### src/rtl/opb_regbank_pkg.sv
// Shared types and helpers for the OPB register bank: FSM states, bus geometry,
// the commit-register offset and the byte-lane merge used by every slot.
package opb_regbank_pkg;

  localparam int BUS_W     = 32;
  localparam int NUM_LANES = 4;

  typedef enum logic [1:0] {
    IDLE,
    ACK,
    DONE
  } state_t;

  // Byte offset from the base address at which the commit register lives.
  function automatic logic [BUS_W-1:0] commit_offset(input int num_regs);
    return BUS_W'(num_regs * NUM_LANES);
  endfunction

  function automatic logic [BUS_W-1:0] be_merge(input logic [BUS_W-1:0]     old_val,
                                                input logic [BUS_W-1:0]     new_val,
                                                input logic [NUM_LANES-1:0] be);
    logic [BUS_W-1:0] res;
    res = old_val;
    for (int k = 0; k < NUM_LANES; k++) begin
      if (be[k]) res[8*k +: 8] = new_val[8*k +: 8];
    end
    return res;
  endfunction

endpackage

### src/rtl/opb_regbank_slot.sv
// One software-to-fabric register with byte-enable merge. With OPB_REGBANK_COMMIT_EN
// defined, writes land in a shadow and only reach the output on a commit.
module opb_regbank_slot
  import opb_regbank_pkg::*;
#(
  parameter logic [BUS_W-1:0] C_RESET_VAL = '0
) (
  input  logic                 clk,
  input  logic                 rst_n,
  input  logic                 wr_en,
  input  logic [NUM_LANES-1:0] be,
  input  logic [BUS_W-1:0]     wdata,
  input  logic                 commit,
  output logic [BUS_W-1:0]     q,
  output logic [BUS_W-1:0]     rd_val,
  output logic                 dirty,
  output logic                 update
);

`ifdef OPB_REGBANK_COMMIT_EN
  logic [BUS_W-1:0] shadow;

  // An all-zero byte enable touches nothing, so it must not mark the slot dirty.
  always_ff @(posedge clk or negedge rst_n) begin
    if (!rst_n) begin
      shadow <= C_RESET_VAL;
      q      <= C_RESET_VAL;
      dirty  <= 1'b0;
      update <= 1'b0;
    end else begin
      update <= 1'b0;
      if (wr_en && (|be)) begin
        shadow <= be_merge(shadow, wdata, be);
        dirty  <= 1'b1;
      end else if (commit && dirty) begin
        q      <= shadow;
        update <= 1'b1;
        dirty  <= 1'b0;
      end
    end
  end

  assign rd_val = shadow;
`else
  logic unused_commit;

  always_ff @(posedge clk or negedge rst_n) begin
    if (!rst_n) begin
      q      <= C_RESET_VAL;
      update <= 1'b0;
    end else begin
      update <= 1'b0;
      if (wr_en && (|be)) begin
        q      <= be_merge(q, wdata, be);
        update <= 1'b1;
      end
    end
  end

  assign rd_val        = q;
  assign dirty         = 1'b0;
  assign unused_commit = commit;
`endif

endmodule

### src/rtl/opb_register_bank.sv
// OPB slave exposing C_NUM_REGS 32-bit registers to the fabric, one acknowledge per select.
// Define OPB_REGBANK_COMMIT_EN to add shadow registers and a commit register after the last slot.
module opb_register_bank
  import opb_regbank_pkg::*;
#(
  parameter logic [31:0] C_BASEADDR  = 32'h0108F000,
  parameter logic [31:0] C_HIGHADDR  = 32'h0108F0FF,
  parameter int          C_NUM_REGS  = 8,
  parameter logic [31:0] C_RESET_VAL = 32'h00000000
) (
  input  logic                          OPB_Clk,
  input  logic                          OPB_Rst,
  input  logic [0:31]                   OPB_ABus,
  input  logic [0:3]                    OPB_BE,
  input  logic [0:31]                   OPB_DBus,
  input  logic                          OPB_RNW,
  input  logic                          OPB_select,
  input  logic                          OPB_seqAddr,
  output logic [0:31]                   Sl_DBus,
  output logic                          Sl_xferAck,
  output logic                          Sl_errAck,
  output logic                          Sl_retry,
  output logic                          Sl_toutSup,
  output logic [BUS_W*C_NUM_REGS-1:0]   user_data_out,
  output logic [C_NUM_REGS-1:0]         user_update
);

  state_t                               state, next_state;
  logic                                 in_window;
  logic [BUS_W-1:0]                     offset;
  logic [BUS_W-3:0]                     word_idx;
  logic [NUM_LANES-1:0]                 be;
  logic [BUS_W-1:0]                     wdata;
  logic [BUS_W-1:0]                     rd_word;
  logic                                 wr_strobe;
  logic                                 commit_strobe;
  logic [C_NUM_REGS-1:0][BUS_W-1:0]     slot_rd;
  logic [C_NUM_REGS-1:0]                dirty_mask;
  logic                                 unused_bits;

  // OPB bit 0 is the MSB, so plain assignment puts OPB bit 0 on user bit 31 and BE[0] on lane 3.
  assign be        = OPB_BE;
  assign wdata     = OPB_DBus;
  assign in_window = (OPB_ABus >= C_BASEADDR) && (OPB_ABus <= C_HIGHADDR);
  assign offset    = OPB_ABus - C_BASEADDR;
  assign word_idx  = offset[BUS_W-1:2];

  assign Sl_errAck  = 1'b0;
  assign Sl_retry   = 1'b0;
  assign Sl_toutSup = 1'b0;
  assign Sl_xferAck = (state == ACK);
  assign wr_strobe  = (state == ACK) && !OPB_RNW && in_window;

`ifdef OPB_REGBANK_COMMIT_EN
  logic commit_hit;
  assign commit_hit    = in_window && ({word_idx, 2'b00} == commit_offset(C_NUM_REGS));
  assign commit_strobe = wr_strobe && commit_hit;
  assign unused_bits   = ^{OPB_seqAddr, offset[1:0]};
`else
  assign commit_strobe = 1'b0;
  assign unused_bits   = ^{OPB_seqAddr, offset[1:0], dirty_mask};
`endif

  always_ff @(posedge OPB_Clk or negedge OPB_Rst) begin
    if (!OPB_Rst) state <= IDLE;
    else          state <= next_state;
  end

  // DONE absorbs a held select so a long select never earns a second acknowledge.
  always_comb begin
    next_state = state;
    case (state)
      IDLE:    if (OPB_select && in_window) next_state = ACK;
      ACK:     next_state = DONE;
      DONE:    if (!OPB_select) next_state = IDLE;
      default: next_state = IDLE;
    endcase
  end

  always_comb begin
    rd_word = '0;
    for (int i = 0; i < C_NUM_REGS; i++) begin
      if (in_window && (word_idx == 30'(i))) rd_word = slot_rd[i];
    end
`ifdef OPB_REGBANK_COMMIT_EN
    if (commit_hit) rd_word = BUS_W'(dirty_mask);
`endif
  end

  // Read data is captured on entry to ACK and forced back to zero on the following edge.
  always_ff @(posedge OPB_Clk or negedge OPB_Rst) begin
    if (!OPB_Rst)
      Sl_DBus <= '0;
    else if ((state == IDLE) && (next_state == ACK) && OPB_RNW)
      Sl_DBus <= rd_word;
    else
      Sl_DBus <= '0;
  end

  for (genvar i = 0; i < C_NUM_REGS; i++) begin : g_slot
    opb_regbank_slot #(
      .C_RESET_VAL (C_RESET_VAL)
    ) u_slot (
      .clk    (OPB_Clk),
      .rst_n  (OPB_Rst),
      .wr_en  (wr_strobe && (word_idx == 30'(i))),
      .be     (be),
      .wdata  (wdata),
      .commit (commit_strobe),
      .q      (user_data_out[BUS_W*i +: BUS_W]),
      .rd_val (slot_rd[i]),
      .dirty  (dirty_mask[i]),
      .update (user_update[i])
    );
  end

endmodule

### config.mk
export PLATFORM = sky130hd
export DESIGN_NAME = opb_register_bank
export DESIGN_NICKNAME = d
export VERILOG_FILES = /design/src/rtl/opb_regbank_pkg.sv /design/src/rtl/opb_regbank_slot.sv /design/src/rtl/opb_register_bank.sv
export SDC_FILE = /design/constraint.sdc
export NUM_CORES = 1
export LEC_CHECK = 0
export CORE_MARGIN = 1.5
export CORE_UTILIZATION = 54
export DETAILED_ROUTE_END_ITERATION = 12
export GPL_TIMING_DRIVEN = 0
export PLACE_DENSITY = 0.86
export SYNTH_ARGS = -nofsm -noshare
export SYNTH_HDL_FRONTEND = slang
export SYNTH_HIERARCHICAL = 1
export SYNTH_SLANG_ARGS = --single-unit
### constraint.sdc
create_clock -name OPB_Clk -period 2.4 [get_ports OPB_Clk]
set_input_delay 0.6 -clock OPB_Clk [delete_from_list [all_inputs] [get_ports OPB_Clk]]
set_output_delay 0.6 -clock OPB_Clk [all_outputs]
set_load 0.005 [all_outputs]
==> reports/summary.txt <==
RSZ-0062 raised after global routing = true
DR iter-0 viols = 1229
setup TNS = -93.60 ns
Clock power frac = 47.9%
final global-route overflow total = 0
CTS buffer count = 31
total power = 10.64 mW
Period minus WS final = 2.862 ns
PortBufs = 364
global-route wire length before repair = 75600 um
most used routing layer = met2
clock latency at the later pin of the worst-skew pair = 0.57 ns
post-route ant nets = 0
CP Data Arrival Time = 3.32 ns
synth warn = 6
failing checks = negative setup slack
fmax = 349.4 MHz
vias in the first global route = 12520
die span in x = 171.5 um
share of total power in sequential cells = 47.2%
Hold Slack = 0.5286 ns
HPWL Detailed = 34570 um
Post-Syn Area = 15340 sq um
type of element capturing the critical path = flip-flop
Core ar. = 27860 sq um
starting density of the core = 55.05%
# nets final = 1824
share of layout cells above drive strength 1 = 43.66%
PnR worst setup slack = -0.4618 ns
num rows = 61
Final Max Tran Viols = 0
met2 Use GR = 56.57%
final WL = 53070 um
startpoint types = input pin
Hold WC Path Type = reg -> reg
Lkg Pwr = 10.55 nW
Comb power frac = 4.9%
DR DRC count = 0
Global Route Usage Sum = 34.80%
Ports = 373
peak supply drop = 0.5222 mV
CTS root buf = clkbuf_16
CTS tree = built
clock buffer depth = 3
total of max-cap violations = 0
Mapped Avg Cell Area = 11.83 sq um
largest net degree at the start of global routing = 90
grt met3 use = 8.721%
Max-Slew Margin vs Limit = 40.06%
Area growth, synth to finish = 44.95%
DR vias/cell = 5.806
Non-Filler Instances = 2155
die area = 29420 sq um
WP data required = 2.86 ns
final hold violation count = 0
sw frac = 22.15%
via count = 12510
clk_skew = 0.009312 ns
critical path class = in -> reg
H-Tree Depth = 1
status = finished with violations
Critical Path Fanout Max = 8
reg2reg start = state[1]$_DFF_PN0_
Final Cycle Share = 119.2%
crit path from = OPB_ABus[25]
Syn Inst Count = 1296
Placed Instances = 2043
Worst-Margin Slew = 0.8990 ns
hold path startpoint = g_slot[2].u_slot/q[5]$_DFFE_PN0P_
drt wl/cell = 24.63 um
Internal = 8.287 mW
NetSw = 2.358 mW
initial antenna violation count = 3
CTS clock-pin slew for the worst setup and hold paths = 0.06 ns
Initial DRT Pass Iterations = 5
pre-CTS WS = -1.779 ns
clk sink count = 298
gpl congestion = 0.8801
GR Util met1 = 43.70%
final setup vio count = 289
Power Dens Cells = 478.9 nW/um^2
Die H = 171.5 um
layer usage:
layer / routed length, um / vias up
li1: - / 5334
met1: 20430 / 6300
met2: 25190 / 711
met3: 4847 / 167
met4: 2606 / 0
met5: 0 / -
layout make-up:
| cell class | count | area [sq um] |
|---|---|---|
| Antenna cell | 2 | 5.005 |
| Buffer | 312 | 2511 |
| Clock buffer | 51 | 950.9 |
| Clock inverter | 6 | 136.4 |
| Fill cell | 1607 | 5629 |
| Inverter | 7 | 26.28 |
| Multi-Input combinational cell | 677 | 6422 |
| Sequential cell | 298 | 7457 |
| Tap cell | 378 | 473.0 |
| Timing Repair Buffer | 424 | 4247 |
power groups by stage:
stage	clock network [mW]	registers, mW	logic, mW
4_1_cts	5.13	5.02	0.512
3_5_place_dp	0	5.12	0.497
3_3_place_gp	0	5.12	0.470
2_1_floorplan	0	5.12	0.112
5_1_grt	5.32	5.02	0.562
6_report	5.10	5.02	0.524
critical path: stages:
cell	delay (ns)
clkbuf_2	0.09
or4_4	0.54
nor4_4	0.33
buf_6	0.17
buf_12	0.11
nand3_4	0.09
nor4_4	0.33
buf_4	0.21
buf_12	0.10
and2_4	0.14
buf_12	0.15
nand2_8	0.10
mux2_4	0.35
cells in the final DEF, fill, tap and decap left out, types with 32 or more instances in the layout:
master           count
clkdlybuf4s50_1    331
mux2_2             229
mux2i_1             38
dfrtp_1            298
nand2_8             32
clkbuf_16           38
buf_4              303
o21ai_0             58
nand2_1             33
nor2_1              32
sequential cells by signal, summed over array words and instances, names as in the netlist:
signal,cells
g_slot.u_slot/update,8
g_slot.u_slot/q,256
state,2
Sl_DBus,32
path summary, 6_finish.rpt:
kind	to	depth (start not counted)	slack, ns
worst max-delay path	g_slot[6].u_slot/q[12]$_DFFE_PN0P_	13	-0.46
worst min-delay path	g_slot[2].u_slot/q[5]$_DFFE_PN0P_	1	0.53
worst max register to register	g_slot[0].u_slot/q[25]$_DFFE_PN0P_	8	0.24
worst min register to register	g_slot[2].u_slot/q[5]$_DFFE_PN0P_	1	0.53
max in group asynchronous	g_slot[5].u_slot/q[0]$_DFFE_PN0P_	4	0.72
min in group asynchronous	g_slot[3].u_slot/q[21]$_DFFE_PN0P_	2	0.55
per-stage QoR:
| stage | util (%) | area (sq um) |
|---|---|---|
| after CTS | 78.40 | 21840 |
| final | 79.79 | 22230 |
| after floorplan | - | 15630 |
| after global routing | 79.79 | 22230 |
| after global placement | 70.90 | 19750 |
| after detailed placement | 71.21 | 19840 |
repair_timing:
action	in CTS	in global routing
pin swaps	24	34
gates cloned	3	1
endpoints found under the hold margin	59	0
gates resized for setup	187	103
hold buffers	1	0
setup buffers	33	24
endpoints found under the setup margin	296	297
Power figures use the tool's default switching activity.
